--- config.mk ---
export PLATFORM = sky130hd
export DESIGN_NAME = dbg_out_sequencer_flat
export DESIGN_NICKNAME = d
export VERILOG_FILES = /design/src/rtl/dbg_out_sequencer_if.sv /design/src/rtl/dbg_out_sequencer.sv /design/src/flat_wrapper.sv
export SDC_FILE = /design/constraint.sdc
export NUM_CORES = 1
export LEC_CHECK = 0
export ABC_AREA = 0
export CAP_MARGIN = 20
export CORE_MARGIN = 5
export CORE_UTILIZATION = 40
export DETAILED_ROUTE_END_ITERATION = 8
export DONT_BUFFER_PORTS = 1
export PLACE_DENSITY_LB_ADDON = 0.2
export SYNTH_ARGS = -nofsm -noshare
export SYNTH_HDL_FRONTEND = slang
export SYNTH_SLANG_ARGS = --single-unit
--- constraint.sdc ---
create_clock -name clk -period 2.75 [get_ports clk]
set_input_delay 0.55 -clock clk [delete_from_list [all_inputs] [get_ports clk]]
set_output_delay 0.55 -clock clk [all_outputs]
set_load 0.05 [all_outputs]
--- src/rtl/dbg_out_sequencer_if.sv ---
// Bundle between the board (buttons, dwell, selector output) and the debug
// output sequencer (select, mode, display latch).
interface dbg_out_sequencer_if #(
   parameter int unsigned D_SIZE  = 32,
   parameter int unsigned DWELL_W = 8
);
   logic                btn_next;
   logic                btn_mode;
   logic [DWELL_W-1:0]  dwell;
   logic [D_SIZE-1:0]   mux_out;
   logic [1:0]          sel_out;
   logic [1:0]          mode;
   logic [D_SIZE-1:0]   disp;
   logic                disp_valid;

   modport master (
      output btn_next, btn_mode, dwell, mux_out,
      input  sel_out, mode, disp, disp_valid
   );

   modport slave (
      input  btn_next, btn_mode, dwell, mux_out,
      output sel_out, mode, disp, disp_valid
   );
endinterface

--- src/rtl/dbg_out_sequencer.sv ---
// Debug output sequencer: debounced next/mode buttons drive the selector
// select (manual step, timed auto-scan, freeze) and a registered display latch.
module dbg_out_sequencer #(
   parameter int unsigned D_SIZE    = 32,
   parameter int unsigned DB_CYCLES = 4,
   parameter int unsigned DWELL_W   = 8
) (
   input logic                clk,
   input logic                rst_n,
   dbg_out_sequencer_if.slave bus
);
   localparam int unsigned    CW      = (DB_CYCLES > 1) ? $clog2(DB_CYCLES) : 1;
   localparam logic [CW-1:0]  DB_LAST = CW'(DB_CYCLES - 1);

   typedef enum logic [1:0] {
      MODE_MANUAL = 2'b00,
      MODE_AUTO   = 2'b01,
      MODE_FREEZE = 2'b10
   } mode_e;

   // bit 0: next button, bit 1: mode button
   logic [1:0]          btn_raw;
   logic [1:0]          sync1_q, sync2_q;
   logic [1:0]          deb_q, deb_d, deb_prev_q;
   logic [1:0][CW-1:0]  db_cnt_q, db_cnt_d;
   logic                next_p, mode_p;

   mode_e               mode_q, mode_d;
   logic [1:0]          sel_q, sel_d;
   logic [DWELL_W-1:0]  dwell_cnt_q, dwell_cnt_d;
   logic [D_SIZE-1:0]   disp_q, disp_d;
   logic                disp_valid_q, disp_valid_d;

   assign btn_raw = {bus.btn_mode, bus.btn_next};
   assign next_p  = deb_q[0] & ~deb_prev_q[0];
   assign mode_p  = deb_q[1] & ~deb_prev_q[1];

   // Counter only runs while the synced level disagrees with the accepted one.
   always_comb begin
      deb_d    = deb_q;
      db_cnt_d = '0;
      for (int unsigned i = 0; i < 2; i++) begin
         if (sync2_q[i] != deb_q[i]) begin
            if (db_cnt_q[i] == DB_LAST) begin
               deb_d[i] = sync2_q[i];
            end else begin
               db_cnt_d[i] = db_cnt_q[i] + CW'(1);
            end
         end
      end
   end

   always_comb begin
      mode_d       = mode_q;
      sel_d        = sel_q;
      dwell_cnt_d  = dwell_cnt_q;
      disp_d       = disp_q;
      disp_valid_d = disp_valid_q;

      // mode_p takes priority; a coincident next_p is dropped.
      case (mode_q)
         MODE_MANUAL: begin
            if (mode_p) begin
               mode_d      = MODE_AUTO;
               dwell_cnt_d = '0;
            end else if (next_p) begin
               sel_d = sel_q + 2'd1;
            end
         end
         MODE_AUTO: begin
            if (mode_p) begin
               mode_d      = MODE_FREEZE;
               dwell_cnt_d = '0;
            end else if (next_p || (dwell_cnt_q >= bus.dwell)) begin
               sel_d       = sel_q + 2'd1;
               dwell_cnt_d = '0;
            end else begin
               dwell_cnt_d = dwell_cnt_q + DWELL_W'(1);
            end
         end
         MODE_FREEZE: begin
            dwell_cnt_d = '0;
            if (mode_p) begin
               mode_d = MODE_MANUAL;
            end
         end
         default: begin
            mode_d      = MODE_MANUAL;
            dwell_cnt_d = '0;
         end
      endcase

      if (mode_q != MODE_FREEZE) begin
         disp_d       = bus.mux_out;
         disp_valid_d = (sel_d == sel_q);
      end
   end

   always_ff @(posedge clk or negedge rst_n) begin
      if (!rst_n) begin
         sync1_q      <= '0;
         sync2_q      <= '0;
         deb_q        <= '0;
         deb_prev_q   <= '0;
         db_cnt_q     <= '0;
         mode_q       <= MODE_MANUAL;
         sel_q        <= '0;
         dwell_cnt_q  <= '0;
         disp_q       <= '0;
         disp_valid_q <= 1'b0;
      end else begin
         sync1_q      <= btn_raw;
         sync2_q      <= sync1_q;
         deb_q        <= deb_d;
         deb_prev_q   <= deb_q;
         db_cnt_q     <= db_cnt_d;
         mode_q       <= mode_d;
         sel_q        <= sel_d;
         dwell_cnt_q  <= dwell_cnt_d;
         disp_q       <= disp_d;
         disp_valid_q <= disp_valid_d;
      end
   end

   assign bus.sel_out    = sel_q;
   assign bus.mode       = mode_q;
   assign bus.disp       = disp_q;
   assign bus.disp_valid = disp_valid_q;
endmodule

--- src/flat_wrapper.sv ---
// flat-port wrapper written by rule: the top's interface ports become plain ports
module dbg_out_sequencer_flat 
#(
   parameter int unsigned D_SIZE    = 32,
   parameter int unsigned DB_CYCLES = 4,
   parameter int unsigned DWELL_W   = 8
)
  (clk, rst_n, bus_btn_next, bus_btn_mode, bus_dwell, bus_mux_out, bus_sel_out, bus_mode, bus_disp, bus_disp_valid);
  dbg_out_sequencer_if #(.D_SIZE(D_SIZE), .DWELL_W(DWELL_W)) bus_i ();
  input logic clk;
  input logic rst_n;
  input wire logic [$bits(bus_i.btn_next)-1:0] bus_btn_next;
  input wire logic [$bits(bus_i.btn_mode)-1:0] bus_btn_mode;
  input wire logic [$bits(bus_i.dwell)-1:0] bus_dwell;
  input wire logic [$bits(bus_i.mux_out)-1:0] bus_mux_out;
  output wire logic [$bits(bus_i.sel_out)-1:0] bus_sel_out;
  output wire logic [$bits(bus_i.mode)-1:0] bus_mode;
  output wire logic [$bits(bus_i.disp)-1:0] bus_disp;
  output wire logic [$bits(bus_i.disp_valid)-1:0] bus_disp_valid;
  assign bus_i.btn_next = bus_btn_next;
  assign bus_i.btn_mode = bus_btn_mode;
  assign bus_i.dwell = bus_dwell;
  assign bus_i.mux_out = bus_mux_out;
  assign bus_sel_out = bus_i.sel_out;
  assign bus_mode = bus_i.mode;
  assign bus_disp = bus_i.disp;
  assign bus_disp_valid = bus_i.disp_valid;
  dbg_out_sequencer #(.D_SIZE(D_SIZE), .DB_CYCLES(DB_CYCLES), .DWELL_W(DWELL_W)) u_core (.clk(clk), .rst_n(rst_n), .bus(bus_i));
endmodule
==> results.txt <==
- Vias in the first global route: 1680
- The share of the Yosys chip area taken by registers is 0.5729.
- Final Slew Violations: 0
- Number of I/O port buffers: 0
* Initial drt markers: 62
- In this run the critical register-to-register path is launched from u_core.dwell_cnt_q[5]$_DFFE_PN0P_.
- Data on the critical path arrives at its endpoint at 2.17 ns.
- Standby leakage power: 1.366 nW
- Area inside the core boundary: 0.005991 mm²
- Distinct cell type count of the synthesized netlist: 35
- In the final design database the tool counted 314 nets.
* Number of sinks driven by the clock tree: 57
- Of the total power, the clock network draws 0.233.
* Synth top cells by count: 101 x nand2_1, 57 x dfrtp_1, 13 x inv_1
- Post-CTS Repair Setup Buffers: 0
- Setup repair after global routing left no endpoint under its margin.
* Routed len/inst: 14.60 µm
- Mean instance size in the synthesized netlist: 9.726 µm²
- The slowest stage of the critical path is the dfrtp_1 cell.
* Pin count of the biggest net entering global routing: 58
- Placement-stage cell area: 0.002554 mm²
* Fraction of power spent switching nets: 0.4405
- Minimum setup slack among reg-to-reg paths: 0.83 ns
- For the worst-skew pair, the clock arrives at the later sink with an insertion delay of 0.32 ns.
* Via count: 1692
- Minimum clock period after layout: 1.920 ns
* Setup skew after layout: 0.005113 ns
* Post-CTS Resized: 0
- Clock root buffer: clkbuf_8
* Fin crit share: 0.6983
- The design draws 3.210 mW.
- The total count of hold-check failures in the final report came to 0.
- In this run, synthesis inferred 0 flip-flops with an integrated enable.
- Type of the most critical hold path: input pin to async pin
- Counting cells, the worst reg-to-reg path comes to 6.
- Remaining global-route overflow: 0
- CP startpoint: u_core.dwell_cnt_q[5]$_DFFE_PN0P_
- Crit path launch type: register
* Largest vdd supply drop: 477.2 µV
- Sequential power share: 0.544
* Number of instances in the synthesized netlist: 256
- Before antenna repair, the detailed router went through 4 iterations.
- Num CTS Buffers: 9
* Ports: 81
- Yosys attributes the largest share of cell area to dfrtp_1 57%, nand2_1 15%, ha_1 5.5%.
- Setup violators final: 0
* Warnings, synthesis: 0
* Max incr delay on CP: 0.42 ns
- For the pin with the worst max-slew slack, the measured transition is 0.7714 ns.
* Routability Congestion: 0.7695
- Antenna violations before repair: 0
- Fraction of synthesized cell area taken by the top area cell type: 0.5729
* Die height: 88.90 µm
* Async set-or-reset flop fraction in the synthesized netlist: 1.000
- Worst reg2reg endpoint: u_core.dwell_cnt_q[4]$_DFFE_PN0P_
- Of the cells placed in the final design, the portion with a size suffix greater than 1 is 0.09848.
* Synth Net Count: 311
- Most common flop cell mapped by yosys: dfrtp_1
- Global-route wire length before repair: 8.224 mm
* Clock tree from TritonCTS: built
* Accumulated negative setup slack: 0 ns
* Width of the die: 88.90 µm
- Count of antenna-violating nets left after detailed routing: 0
* Critical path fanouts, max: 9
- After legalization and detailed placement, the total HPWL measured 3.520 mm.
- Net switching component of the power: 1.414 mW
* Post-route design area: 0.002770 mm²
* Max-slew headroom at the worst pin: 0.4857
- Area of the die: 0.007902 mm²
- Starting Density: 0.4156
* Number of fill cells in the layout: 569
* Capturing element of the worst setup path: u_core.dwell_cnt_q[4]$_DFFE_PN0P_
* Library cell occupying the most area in the post-synthesis netlist: dfrtp_1
- H-tree depth reported by CTS: 3
* Crit-path cells: ha_1, a211oi_2, o211a_1, and2_4, or3b_1, a31oi_1
- Antenna Cells: 0
- Multi-input logic area: 957.2 µm²
* Result of the run: complete, no violations
* Combinational group share of total power: 0.223
- Number of core rows: 28
- Data on the critical path is required at its endpoint by 3.00 ns.
- Post-Syn Area: 0.002490 mm²
* Maximum operating frequency: 520.7 MHz
- The clock passes through at most 2 buffers.
- Mean number of vias per cell: 4.991
- Worst Setup End Kind: register
* Most frequent cell after synthesis: nand2_1
* Synthesis-stage register bit count: 57
* Design internal power: 1.796 mW
* Max Cap Violations: 0
* Path type of the worst setup path: register to register
* Clock edge transition at the registers on the reported setup and hold paths: 0.06 ns
- Wires add up to 4.951 mm.
- Compared with the post-synthesis result, the final layout area differs by 11.26%.
* Register cell area after layout: 0.001426 mm²
- Drc violations: 0
* Total track usage: 0.1390
- For this design the ratio of total power to cell area is 1159 mW/mm².
-- metrics by stage --
step	instances	hold WS, ns	util	setup slack, ns
after global routing	339	0.08272	0.4624	0.6897
after detailed placement	322	0.2554	0.4263	0.6823
after CTS	339	0.08006	0.4624	0.8286
after floorplan	256	0.2544	-	0.7078
final	339	0.07341	0.4624	0.8296
after global placement	322	0.2557	0.4263	0.7227
-- power by group through the flow --
stage,clock [mW],sequential [mW],combinational [mW]
detailed placement,0,1.77,0.717
finish,0.748,1.74,0.717
global route,0.809,1.78,0.845
global placement,0,1.77,0.687
floorplan,0,1.70,0.596
CTS,0.773,1.75,0.735
-- sequential cells by signal, indices dropped and copies added (netlist names) --
name and count:
u_core.bus.disp 32, u_core.bus.disp_valid 1, u_core.bus.mode 2, u_core.bus.sel_out 2, u_core.db_cnt_q 4, u_core.deb_prev_q 2
u_core.deb_q 2, u_core.dwell_cnt_q 8, u_core.sync1_q 2, u_core.sync2_q 2
-- per-layer routing --
layer | GRT usage | routed length (µm)
met5 | 0 | 0
met1 | 0.1862 | 2188
met4 | 0.06593 | 65
met3 | 0.06728 | 521
met2 | 0.1883 | 2175
-- worst min-delay path by stage --
stage          start                              end  slack (ns)
2_1_floorplan  rst_n   u_core.bus.disp[0]$_DFFE_PN0P_        0.25
3_3_place_gp   rst_n  u_core.bus.disp[29]$_DFFE_PN0P_        0.26
3_5_place_dp   rst_n  u_core.bus.disp[29]$_DFFE_PN0P_        0.26
4_1_cts        rst_n  u_core.bus.disp[29]$_DFFE_PN0P_        0.08
5_1_grt        rst_n  u_core.bus.disp[28]$_DFFE_PN0P_        0.08
6_report       rst_n  u_core.bus.disp[14]$_DFFE_PN0P_        0.07
-- worst max-delay path: cells and delay by family (launching register included) --
kind | cells | cell delay (ns)
AND/OR/NAND/NOR | 2 | 0.55
flip-flops | 1 | 0.42
adder cells (fa/ha/maj) | 1 | 0.32
AO/OA/AOI/OAI | 3 | 0.56
-- layout make-up --
| type | instances | area share |
|---|---|---|
| Clock buffer | 13 | 0.05375 |
| Clock inverter | 3 | 0.01445 |
| Inverter | 13 | 0.01762 |
| Multi-Input combinational cell | 175 | 0.3455 |
| Sequential cell | 57 | 0.5149 |
| Tap cell | 75 | 0.03388 |
| Timing Repair Buffer | 3 | 0.01987 |
-- layout by cell type (no fill, tap or decap), types with 2 or more instances in the layout --
cell      netlist  layout
a21oi_1         2       2
a31oi_1         8       8
and3_1          2       2
clkbuf_1        8       3
clkbuf_8        0      10
clkinv_2        0       2
dfrtp_1        57      57
ha_1           11      11
inv_1          13      13
mux2_2          2       2
nand2_1       101     101
nand2b_1        3       3
nand3_1         5       5
nor2_1          4       4
nor2b_1         5       4
nor3_1          3       3
o21ai_0         7       7
xnor2_1         3       3
xor2_1          3       3
-- cells by family (layout without fill, tap and decap cells) --
logic type / after synthesis / after routing / share of synthesized area
AOI/OAI and AO/OA: 24 / 24 / 0.06382
xor gates and xnor gates: 6 / 6 / 0.02111
adders and majority gates: 11 / 11 / 0.05528
buffers and inverters: 24 / 32 / 0.04372
DFF: 57 / 57 / 0.5729
muxes: 3 / 3 / 0.01306
and+or+nand+nor: 131 / 131 / 0.2301
-- repair_timing --
action,4_1_cts,5_1_grt
endpoints found under the hold margin,57,0
endpoints found under the setup margin,0,0
hold buffers,1,0
Power figures use the tool's default switching activity.
